===== src/rtl/read_pointer_empty.sv =====
// Read-domain pointer and status stage of an asynchronous FIFO.
// Keeps the read pointer in binary and Gray form, decodes the synchronised
// Gray write pointer, and produces empty, almost-empty, fill-count and a
// sticky underflow flag. Status flags are computed from next-state pointer
// values so a pop of the last word raises empty on the same edge.
module read_pointer_empty #(
    parameter int address_size       = 3,
    parameter int almost_empty_level = 1
) (
    input  logic                    read_clk,
    input  logic                    read_reset_n,
    input  logic                    read_increment,
    input  logic [address_size:0]   read_to_write_pointer,
    output logic [address_size-1:0] read_address,
    output logic [address_size:0]   read_pointer,
    output logic                    read_empty,
    output logic                    read_almost_empty,
    output logic [address_size:0]   read_count,
    output logic                    read_underflow
);

    localparam int PW = address_size + 1;
    localparam logic [PW-1:0] AE_LEVEL = PW'(almost_empty_level);

    logic [PW-1:0] rbin_q, rbin_d;
    logic [PW-1:0] rgray_q, rgray_d;
    logic          empty_q, empty_d;
    logic          almost_empty_q, almost_empty_d;
    logic [PW-1:0] count_q, count_d;
    logic          underflow_q, underflow_d;
    logic [PW-1:0] wbin;
    logic          read_accept;

    // Decode the synchronised Gray write pointer to binary (MSB-down XOR prefix).
    always_comb begin
        // NOTE: every combinational output gets a default first so no path
        // leaves it unassigned; otherwise synthesis infers a latch.
        wbin = '0;
        wbin[PW-1] = read_to_write_pointer[PW-1];
        for (int i = PW - 2; i >= 0; i--) begin
            wbin[i] = wbin[i+1] ^ read_to_write_pointer[i];
        end
    end

    // Next-state pointers and status flags, all derived from the advanced pointer.
    always_comb begin
        read_accept    = read_increment & ~empty_q;
        rbin_d         = rbin_q + PW'(read_accept);
        rgray_d        = (rbin_d >> 1) ^ rbin_d;
        empty_d        = (rgray_d == read_to_write_pointer);
        count_d        = wbin - rbin_d;
        almost_empty_d = (count_d <= AE_LEVEL);
        underflow_d    = underflow_q | (read_increment & empty_q);
    end

    // State register: pointers and flags, cleared asynchronously to the empty state.
    always_ff @(posedge read_clk or negedge read_reset_n) begin
        if (!read_reset_n) begin
            // NOTE: sequential state uses non-blocking assignments so every
            // register samples the pre-edge values of its neighbours.
            rbin_q         <= '0;
            rgray_q        <= '0;
            empty_q        <= 1'b1;
            almost_empty_q <= 1'b1;
            count_q        <= '0;
            underflow_q    <= 1'b0;
        end else begin
            rbin_q         <= rbin_d;
            rgray_q        <= rgray_d;
            empty_q        <= empty_d;
            almost_empty_q <= almost_empty_d;
            count_q        <= count_d;
            underflow_q    <= underflow_d;
        end
    end

    assign read_address      = rbin_q[address_size-1:0];
    assign read_pointer      = rgray_q;
    assign read_empty        = empty_q;
    assign read_almost_empty = almost_empty_q;
    assign read_count        = count_q;
    assign read_underflow    = underflow_q;

endmodule


===== config.mk =====
export PLATFORM = sky130hd
export DESIGN_NAME = read_pointer_empty
export DESIGN_NICKNAME = d
export VERILOG_FILES = /design/src/rtl/read_pointer_empty.sv
export SDC_FILE = /design/constraint.sdc
export NUM_CORES = 1
export LEC_CHECK = 0
export BUFFER_PORTS_ARGS = -buffer_cell sky130_fd_sc_hd__buf_2
export CAP_MARGIN = 15
export CORE_MARGIN = 4
export CORE_UTILIZATION = 35
export DETAILED_ROUTE_END_ITERATION = 8
export SYNTH_ARGS = -nofsm -noshare
export SYNTH_HDL_FRONTEND = slang
export SYNTH_SLANG_ARGS = --single-unit

===== constraint.sdc =====
create_clock -name read_clk -period 5.6 [get_ports read_clk]
set_input_delay 0.84 -clock read_clk [delete_from_list [all_inputs] [get_ports read_clk]]
set_output_delay 0.84 -clock read_clk [all_outputs]
set_load 0.01 [all_outputs]

==> results.md, run 1 <==
- Commonest non-fill, non-tap cell in the layout: buf_2
- Initial antenna violation count: 0
- IO Pins: 21
- Sw Ratio: between 30 and 40%
- Status: finished, final reports clean
- Max Fclk: 0.381 GHz
- Routed vias/inst: roughly 4.4
- Detailed placement HPWL: 935 um
- Reg clk slew, reported paths: 0.08 ns
- R2R depth: 9
- Die area: approximately 2800 um^2
- Data arrival time of the worst path: between 2 and 3 ns
- Share of cells above drive strength 1: approximately two fifths
- Seq cells post-synth: 14
- Fin Clk Skew: 0.00411 ns
- Die Y: between 50 and 60 um
- Largest net degree at the start of global routing: 15
- Site row count: 16
- Nets: 90
- Seq pwr share: between 20% and 30%
- Setup_tns: 0 ns
- Root Buffer Master: clkbuf_4
- Crit share post-route: a little under half
- Mapped Cells: 54
- Die extent in x: around 53 um
- First-pass GRT wire length: between 1.5 and 2 mm
- Crit path required time: 5.80 ns
- Gr usage total: under 10%
- Remaining DRCs: 0
- Slew @ Worst Pin: between 0.3 and 0.4 ns
- PD cells: roughly 670 nW/um^2
- CP startpoint kind: input pin
- Via count: ~460
- Reg2reg start: read_empty
- DRT Pass-1 Iters: 3
- Worst-path fanout max: 3
- Setup violations, final: 0
- Min-delay worst type: in -> async
- Worst VDD drop: 0.000216 V
- H-tree depth: 1
- Reg2reg end: read_almost_empty
- Post-Syn Area per Cell: between 10 and 15 um^2
- LEAKAGE: 0.433 nW
- Max Root-Sink Buffers: 2
- Fin crit period: roughly 2.6 ns
- Clk network pwr share: 11.8%
- Synth cell types: 21
- Setup Crit Path Kind: in -> reg
- Max Cap Violations: 0
- Layout area overhead: 23.2%
- Net Count, Synth: 66
- Commonest non-fill, non-tap cells in the layout: buf_2, dfrtp_1, xnor2_1
- Port Buffers: 20
- Cell area after layout: 883 um^2
- Post-route ant nets: 0
- Rel. slew slack: roughly 80%
- Synth Warn #: 0
- Cts repair resizes: 0
- CORE AREA: around 2000 um^2
- CP Capture Type: flop
- Pint: 0.000363 W
- CTS Hold Bufs: 0
- Initial drt markers: 6
- Post-CTS Setup Bufs: 0
- Vias in the first global route: 474
- Mapped cell area: around 720 um^2
- RSZ-0062 raised after global routing: false
- Final GP Congestion: between 0.6 and 0.7
- Sequential share of the synthesized area: around half
- Fin. max-slew vios: 0
- Comb power frac: about three fifths
- Antenna diodes: 0
- Net Sw Power: approximately 0.00023 W
- Flop2flop setup slack: 3.18 ns
- WL per Instance: around 11 um
- Global route overflow: 0
- Placed inst area: ~850 um^2
- Routed WL: ~1.1 mm
- Fin. Hold Viols: 0
- Cts bufs inserted: 3
- Clock Sinks: 14
- Initial Util: a little over a third
- CTS tree: built
- Clock Latency Late Sink: roughly 0.27 ns
-- power by group through the flow --
stage / Clock [W] / Sequential, W / Combinational, W
6_report: 0.0000701 / 0.000178 / 0.000347
5_1_grt: 0.0000792 / 0.000185 / 0.000392
4_1_cts: 0.0000720 / 0.000178 / 0.000356
3_5_place_dp: 0 / 0.000181 / 0.000355
3_3_place_gp: 0 / 0.000179 / 0.000353
2_1_floorplan: 0 / 0.000206 / 0.000238
-- critical path: stages --
cell,delay [ns]
buf_2,0.10
nor2b_1,0.12
ha_1,0.21
ha_1,0.23
xnor2_1,0.31
ha_1,0.20
or3b_2,0.47
o311ai_4,0.10
xnor2_1,0.18
nor3_2,0.05
-- cell usage after synthesis, drive strengths merged --
library cell / instances / area [um^2]
and2: 2 / 12.5
xnor2: 8 / 70.1
or3b: 1 / 8.76
inv: 5 / 18.8
a21o: 1 / 7.51
xnor3: 2 / 46.3
nor2: 1 / 3.75
mux2i: 1 / 10.0
o311ai: 1 / 26.3
dfstp: 2 / 52.6
xor2: 6 / 52.6
nor2b: 1 / 6.26
nor3: 2 / 15.0
dfrtp: 12 / 300
clkbuf: 1 / 3.75
nand3: 1 / 5.00
ha: 5 / 62.6
o21bai: 1 / 7.51
a21boi: 1 / 7.51
-- area by class of cell --
| class | count | area (um^2) |
|---|---|---|
| Timing Repair Buffer | 20 | 100 |
| Clock buffer | 4 | 36.3 |
| Sequential cell | 14 | 353 |
| Tap cell | 27 | 33.8 |
| Multi-Input combinational cell | 34 | 342 |
| Fill cell | 202 | 1080 |
| Inverter | 5 | 18.8 |
-- through the flow --
stage,std cells,total power (W),setup WS [ns],util [%],hold slack (ns)
floorplan,54,0.000444,2.91,-,0.493
global placement,100,0.000532,2.69,43.2,0.434
detailed placement,100,0.000535,2.68,43.2,0.442
CTS,104,0.000606,2.97,45.0,0.448
global route,104,0.000657,2.86,45.0,0.446
finish,104,0.000595,2.97,45.0,0.438
-- flip-flops by register name (all words and copies together), names as in the netlist --
name / count
rbin_q: 4
read_almost_empty: 1
read_count: 4
read_empty: 1
read_pointer: 3
read_underflow: 1
-- layer usage --
layer	part of all wire, %	GRT usage (%)
met2	49	16.3
met1	45	11.2
met4	2.0	6.38
met5	0	0
met3	4.1	2.54
-- logic make-up (layout without fill, tap and decap cells) --
kind of cell,after synthesis,count (layout),share of synthesized area (%)
xor+xnor,16,16,23.6
flops,14,14,49.2
compound gates,4,4,6.81
fa+ha+maj,5,5,8.73
mux,1,1,1.40
simple gates,8,8,7.15
buf+inv,6,29,3.14
-- how the worst max path moves through the flow --
stage / endpoint / slack (ns) / from / cells after the start
2_1_floorplan: read_almost_empty / 2.91 / read_increment / 9
3_3_place_gp: read_almost_empty / 2.69 / read_increment / 10
3_5_place_dp: read_almost_empty / 2.68 / read_increment / 10
4_1_cts: read_almost_empty / 2.97 / read_increment / 10
5_1_grt: read_almost_empty / 2.86 / read_increment / 10
6_report: read_almost_empty / 2.97 / read_increment / 10
No activity file was read; power rests on OpenSTA's default activity.
==> run 2, diff against run 1 <==
Clock period 5.6 ns to 2.2 ns, I/O delays scaled along.
==> run 2 against run 1 <==
Net effect:
- register-to-register slack worse by 3.1 ns
- cell count rose by 5.8%
- routed wire length up 16%
- combinational power rose to 3.1 times the previous value
- design area grew 12%
- clock-buffer cell count unchanged
- critical path depth is 1 lower
- sequential share of layout area down 4.2 points
- clock skew is 0.0013 ns higher
- setup slack got worse by 2.9 ns
- global-route usage grew 0.43 points
- clock power grew to 2.6 times the previous value
- critical path type is now reg -> reg
- critical endpoint unchanged
- largest cell class is now multi-input combinational cells
==> results.md, run 2 (synthesis gave the netlist of run 1 again) <==
- Status: finished, final reports clean
- Site row count: 16
- Vias in the first global route: between 400 and 500
- Detailed placement HPWL: 1.07 mm
- Worst path cell trace: nor2b_1, ha_2, ha_4, xnor2_4, ha_4, or3b_4, o311ai_4, xnor2_2, nor3_2
- Crit-path slowest cell: dfstp_2
- Worst stage delay on the critical path: between 0.5 and 0.6 ns
- Crit path required time: about 2.4 ns
- Clock Latency Late Sink: about 0.27 ns
- Tot Pwr: around 0.0017 W
- Die extent in x: between 50 and 60 um
- Nets: 96
- CP Capture Type: flop
- Crit path from: read_empty
- Largest net degree at the start of global routing: 15
- Initial drt markers: 6
- Post-route ant nets: 0
- Worst VDD drop: 0.000799 V
- LEAKAGE: around 0.47 nW
- Placed inst area: ~900 um^2
- Data arrival time of the worst path: ~2.4 ns
- Worst-path fanout max: 3
- Cts bufs inserted: 3
- Max Fclk: 0.462 GHz
- Final GP Congestion: slightly below 0.7
- Layout area overhead: 37.7%
- Via count: 484
- CTS tree: built
- PD cells: between 1500 and 2000 nW/um^2
- Worst hold path startpoint: read_increment
- Die area: about 2800 um^2
- Setup violations, final: 0
- Fin. max-slew vios: 0
- Most used cell along the critical path: ha_4
- Min-delay worst type: in -> reg
- IO Pins: 21
- Share of cells above drive strength 1: slightly below 50%
- Reg2reg start: read_empty
- Gr usage total: ~10%
- H-tree depth: 1
- WL per Instance: between 10 and 15 um
- RSZ-0062 raised after global routing: true
- Initial Util: 36.5%
- First-pass GRT wire length: approximately 2 mm
- Fin Clk Skew: between 0.005 and 0.006 ns
- Setup Crit Path Kind: reg -> reg
- Port Buffers: 20
- Routed vias/inst: between 4 and 5
- Slew @ Worst Pin: 0.306 ns
- Root Buffer Master: clkbuf_4
- Clock Sinks: 14
- Fin. Hold Viols: 0
- Post-CTS Setup Bufs: 0
- Reg clk slew, reported paths: 0.08 ns
- Max Root-Sink Buffers: 2
- Fin crit period: approximately 2.2 ns
- Antenna diodes: 0
- Crit share post-route: 98.3%
- Remaining DRCs: 0
- Max Cap Violations: 0
- CORE AREA: a little under 2000 um^2
- Commonest non-fill, non-tap cells in the layout: buf_2, dfrtp_1, xor2_1, xnor2_1
- Initial antenna violation count: 0
- Rel. slew slack: 79.6%
- CP startpoint kind: flop
- Commonest non-fill, non-tap cell in the layout: buf_2
- Cell area after layout: 987 um^2
- Global route overflow: 0
- Die Y: 53.3 um
- Routed WL: approximately 1.3 mm
- DRT Pass-1 Iters: 2
[run 2: cell types whose count changed in the layout (fill, tap and decap cells not counted)]
cell	change
buf_4	+5
ha_1	-3
ha_4	+2
xnor2_1	-2
dlygate4sd3_1	+1
ha_2	+1
or3b_2	-1
or3b_4	+1
xnor2_2	+1
xnor2_4	+1
[run 2: per-stage QoR]
stage | utilization (%) | setup slack (ns) | setup TNS [ns] | std cells | hold WS (ns)
after floorplan | - | 0.00463 | 0 | 54 | 0.0344
after global placement | 45.7 | -0.00240 | -0.00240 | 105 | 0.231
after detailed placement | 45.7 | -0.0411 | -0.0421 | 105 | 0.233
after CTS | 48.6 | 0.0105 | 0 | 110 | 0.266
after global routing | 50.3 | -0.0185 | -0.0185 | 110 | 0.289
final | 50.3 | 0.0368 | 0 | 110 | 0.271
[run 2: what timing repair did]
action | CTS | global route
pin swaps | 1 | 2
endpoints found under the hold margin | 12 | 0
hold buffers | 1 | 0
endpoints found under the setup margin | 2 | 2
resized for setup | 2 | 3
[run 2: path summary, 6_finish.rpt]
kind                       slack, ns                 to  depth (start not counted)
setup / recovery                0.04  read_almost_empty                          9
hold / removal                  0.27     read_underflow                          2
hold reg to reg                 0.46     read_underflow                          1
max in group asynchronous       1.44         read_empty                          2
setup reg to reg                0.04  read_almost_empty                          9
min in group asynchronous       0.47      read_count[3]                          2
[run 2: routing by layer]
layer  track usage (%)  routed length [um]
met1              12.9                 583
met2              16.5                 631
met3              1.69                  74
met4              6.38                  11
met5                 0                   0
[run 2: power by group]
group / switching [W] / total, W / internal [W]
Sequential: 0.0000704 / 0.000468 / 0.000398
Clock: 0.0000782 / 0.000179 / 0.000100
Combinational: 0.000513 / 0.00108 / 0.000565
[run 2: cell type report]
cell class	instances	area, um^2
Tap cell	27	33.8
Fill cell	199	975
Clock buffer	4	36.3
Multi-Input combinational cell	34	398
Sequential cell	14	353
Timing Repair Buffer	26	148
Inverter	5	18.8
[run 2: worst max-delay path, delay by kind of cell (launching register included)]
family	cells	cell delay (ns)
adder cells (fa/ha/maj)	3	0.64
AND/OR/NAND/NOR	3	0.54
flip-flops	1	0.53
XOR/XNOR	2	0.27
AO/OA/AOI/OAI	1	0.10
==> run 3, diff against run 2 <==
==> constraint.sdc (replaced) <==
create_clock -name read_clk -period 2.2 [get_ports read_clk]
set_input_delay 0.22 -clock read_clk [delete_from_list [all_inputs] [get_ports read_clk]]
set_output_delay 0.22 -clock read_clk [all_outputs]
set_load 0.01 [all_outputs]
==> run 3 against run 2 <==
Net effect:
- clock skew down 0.0045 ns
- critical endpoint unchanged
- setup slack worse by 0.0018 ns
- largest power group unchanged
- worst hold slack worse by 0.11 ns
==> results.md, run 3 (synthesis gave the netlist of run 1 again) <==
- Met2 Usage GRT: roughly 17%
- Placed inst area: between 800 and 900 um^2
- Nets: 94
- Min-delay worst type: in -> reg
- Met3 usage in global routing: under 10%
- Cell count after placement: between 100 and 150
- Crit-path slowest cell: dfstp_2
- Via count: around 470
- Commonest non-fill, non-tap cell in the layout: buf_2
- Share of cells above drive strength 1: between 40% and 50%
- Worst VDD drop: 0.000555 V
- Crit share post-route: between 90% and 100%
- Vias in the first global route: 471
- CP Capture Type: flop
- Storage element area: between 300 and 400 um^2
- IO Pins: 21
- Die Y: 53.3 um
- Routed vias/inst: 4.37
- Filler Cell Count: between 200 and 250
- Worst stage delay on the critical path: approximately 0.53 ns
- Max Fclk: roughly 0.46 GHz
- RSZ-0062 raised after global routing: true
- Slew @ Worst Pin: about 0.3 ns
- Cell area after layout: between 900 and 1000 um^2
- Initial drt markers: 3
- Clock Sinks: 14
- Seq pwr share: between 20% and 30%
- Initial antenna violation count: 0
- Setup violations, final: 0
- Die area: roughly 2800 um^2
- Fin. max-slew vios: 0
- Reg clk slew, reported paths: ~0.08 ns
- Port Buffers: 20
- LEAKAGE: approximately 0.46 nW
- Commonest non-fill, non-tap cells in the layout: buf_2, dfrtp_1, xor2_1, xnor2_1, inv_1
- CTS tree: built
- DRT Pass-1 Iters: 3
- Initial Util: a little over a third
- Cts bufs inserted: 3
- Remaining DRCs: 0
- Finished Layout Cells: approximately 110
- Largest net degree at the start of global routing: 15
- Max Cap Violations: 0
- Gr usage total: around a tenth
- Site row count: 16
- Fin crit period: 2.17 ns
- CP startpoint kind: flop
- Max Root-Sink Buffers: 2
- Crit path required time: ~2.4 ns
- Grt met1 use: about an eighth
- Detailed placement HPWL: slightly above 1 mm
- Pint: roughly 0.0010 W
- Most used cell along the critical path: ha_4
- Fin. Hold Viols: 0
- Rel. slew slack: 79.8%
- Global routing's busiest layer: met2
- Global route overflow: 0
- First-pass GRT wire length: between 2 and 2.5 mm
- Setup Crit Path Kind: reg -> reg
- Routed WL: 1.35 mm
- Antenna diodes: 0
- WL per Instance: about 12 um
- Number of buffer and inverter stages on the critical path: 0
- Root Buffer Master: clkbuf_4
- Clk network pwr share: 10.6%
- Die extent in x: roughly 53 um
- CP delay by family, top: adder cells
- Area of the multi-input gates: between 300 and 400 um^2
- Worst-path fanout max: 3
- Final GP Congestion: roughly 0.66
- Clock Latency Late Sink: around 0.27 ns
- Post-CTS Setup Bufs: 0
- Status: finished, final reports clean
- Post-route ant nets: 0
- Net Sw Power: roughly 0.00067 W
- Comb power frac: between 60% and 70%
- CORE AREA: slightly below 2000 um^2
- Sw Ratio: approximately two fifths
- Fin Clk Skew: between 0.0008 and 0.0009 ns
- Data arrival time of the worst path: approximately 2.4 ns
- PD cells: around 1800 nW/um^2
- H-tree depth: 1
- Worst path cell trace: nor2b_1, ha_2, ha_4, xnor2_4, ha_4, or3b_4, o311ai_4, xnor2_2, nor3_2
- Layout area overhead: 35.6%
==> run 3: changes by cell type in the layout (fill, tap and decap cells not counted) <==
cell	change
buf_4	-2
==> run 3: path summary, 6_finish.rpt <==
| path | start | slack (ns) | cells past startpoint | end |
|---|---|---|---|---|
| min in group asynchronous | read_reset_n | 0.36 | 2 | rbin_q[2] |
| worst max register to register | read_empty | 0.03 | 9 | read_almost_empty |
| worst min-delay path | read_increment | 0.16 | 2 | read_underflow |
| worst max-delay path | read_empty | 0.03 | 9 | read_almost_empty |
| worst min register to register | read_underflow | 0.45 | 1 | read_underflow |
| max in group asynchronous | read_reset_n | 1.56 | 2 | read_almost_empty |
==> run 3: layout make-up <==
cell class	count	share of cell area (%)
clock buffer	4	3.73
inverter	5	1.93
multi-input combinational	34	40.9
sequential	14	36.3
tap	27	3.47
timing repair buffer	24	13.6
==> run 3: what timing repair did <==
item / 4_1_cts / 5_1_grt
setup endpoints to repair: 2 / 2
hold endpoints to repair: 12 / 0
hold buffers: 1 / 0
gates resized for setup: 2 / 3
pin swaps: 1 / 2
==> run 3: worst register-to-register path: stages (launching register included) <==
cell and delay, ns:
dfstp_2 0.53, nor2b_1 0.04, ha_2 0.20, ha_4 0.19, xnor2_4 0.15, ha_4 0.27
or3b_4 0.38, o311ai_4 0.10, xnor2_2 0.13, nor3_2 0.11
==> run 3: per-layer routing <==
layer | share of wire (%) | vias up
met1 | 40 | 222
met5 | 0 | -
li1 | - | 232
met4 | 1.3 | 0
met2 | 53 | 16
met3 | 5.5 | 2
==> run 3: per-stage QoR <==
step / utilization (%) / setup WS [ns] / setup TNS, ns / hold WS, ns / total power [W]
6_report: 49.6 / 0.0350 / 0 / 0.163 / 0.00171
5_1_grt: 49.6 / -0.0314 / -0.0314 / 0.170 / 0.00185
4_1_cts: 47.8 / 0.00733 / 0 / 0.153 / 0.00166
3_5_place_dp: 45.0 / -0.0550 / -0.0838 / 0.130 / 0.00144
3_3_place_gp: 45.0 / -0.00311 / -0.00311 / 0.122 / 0.00143
2_1_floorplan: - / 0.00463 / 0 / -0.0756 / 0.00116
==> run 3: power by group through the flow <==
stage	clock [W]	combinational [W]	sequential, W
detailed placement	0	0.000975	0.000465
CTS	0.000188	0.00101	0.000460
global placement	0	0.000966	0.000462
finish	0.000181	0.00106	0.000470
global route	0.000201	0.00117	0.000486
floorplan	0	0.000631	0.000527
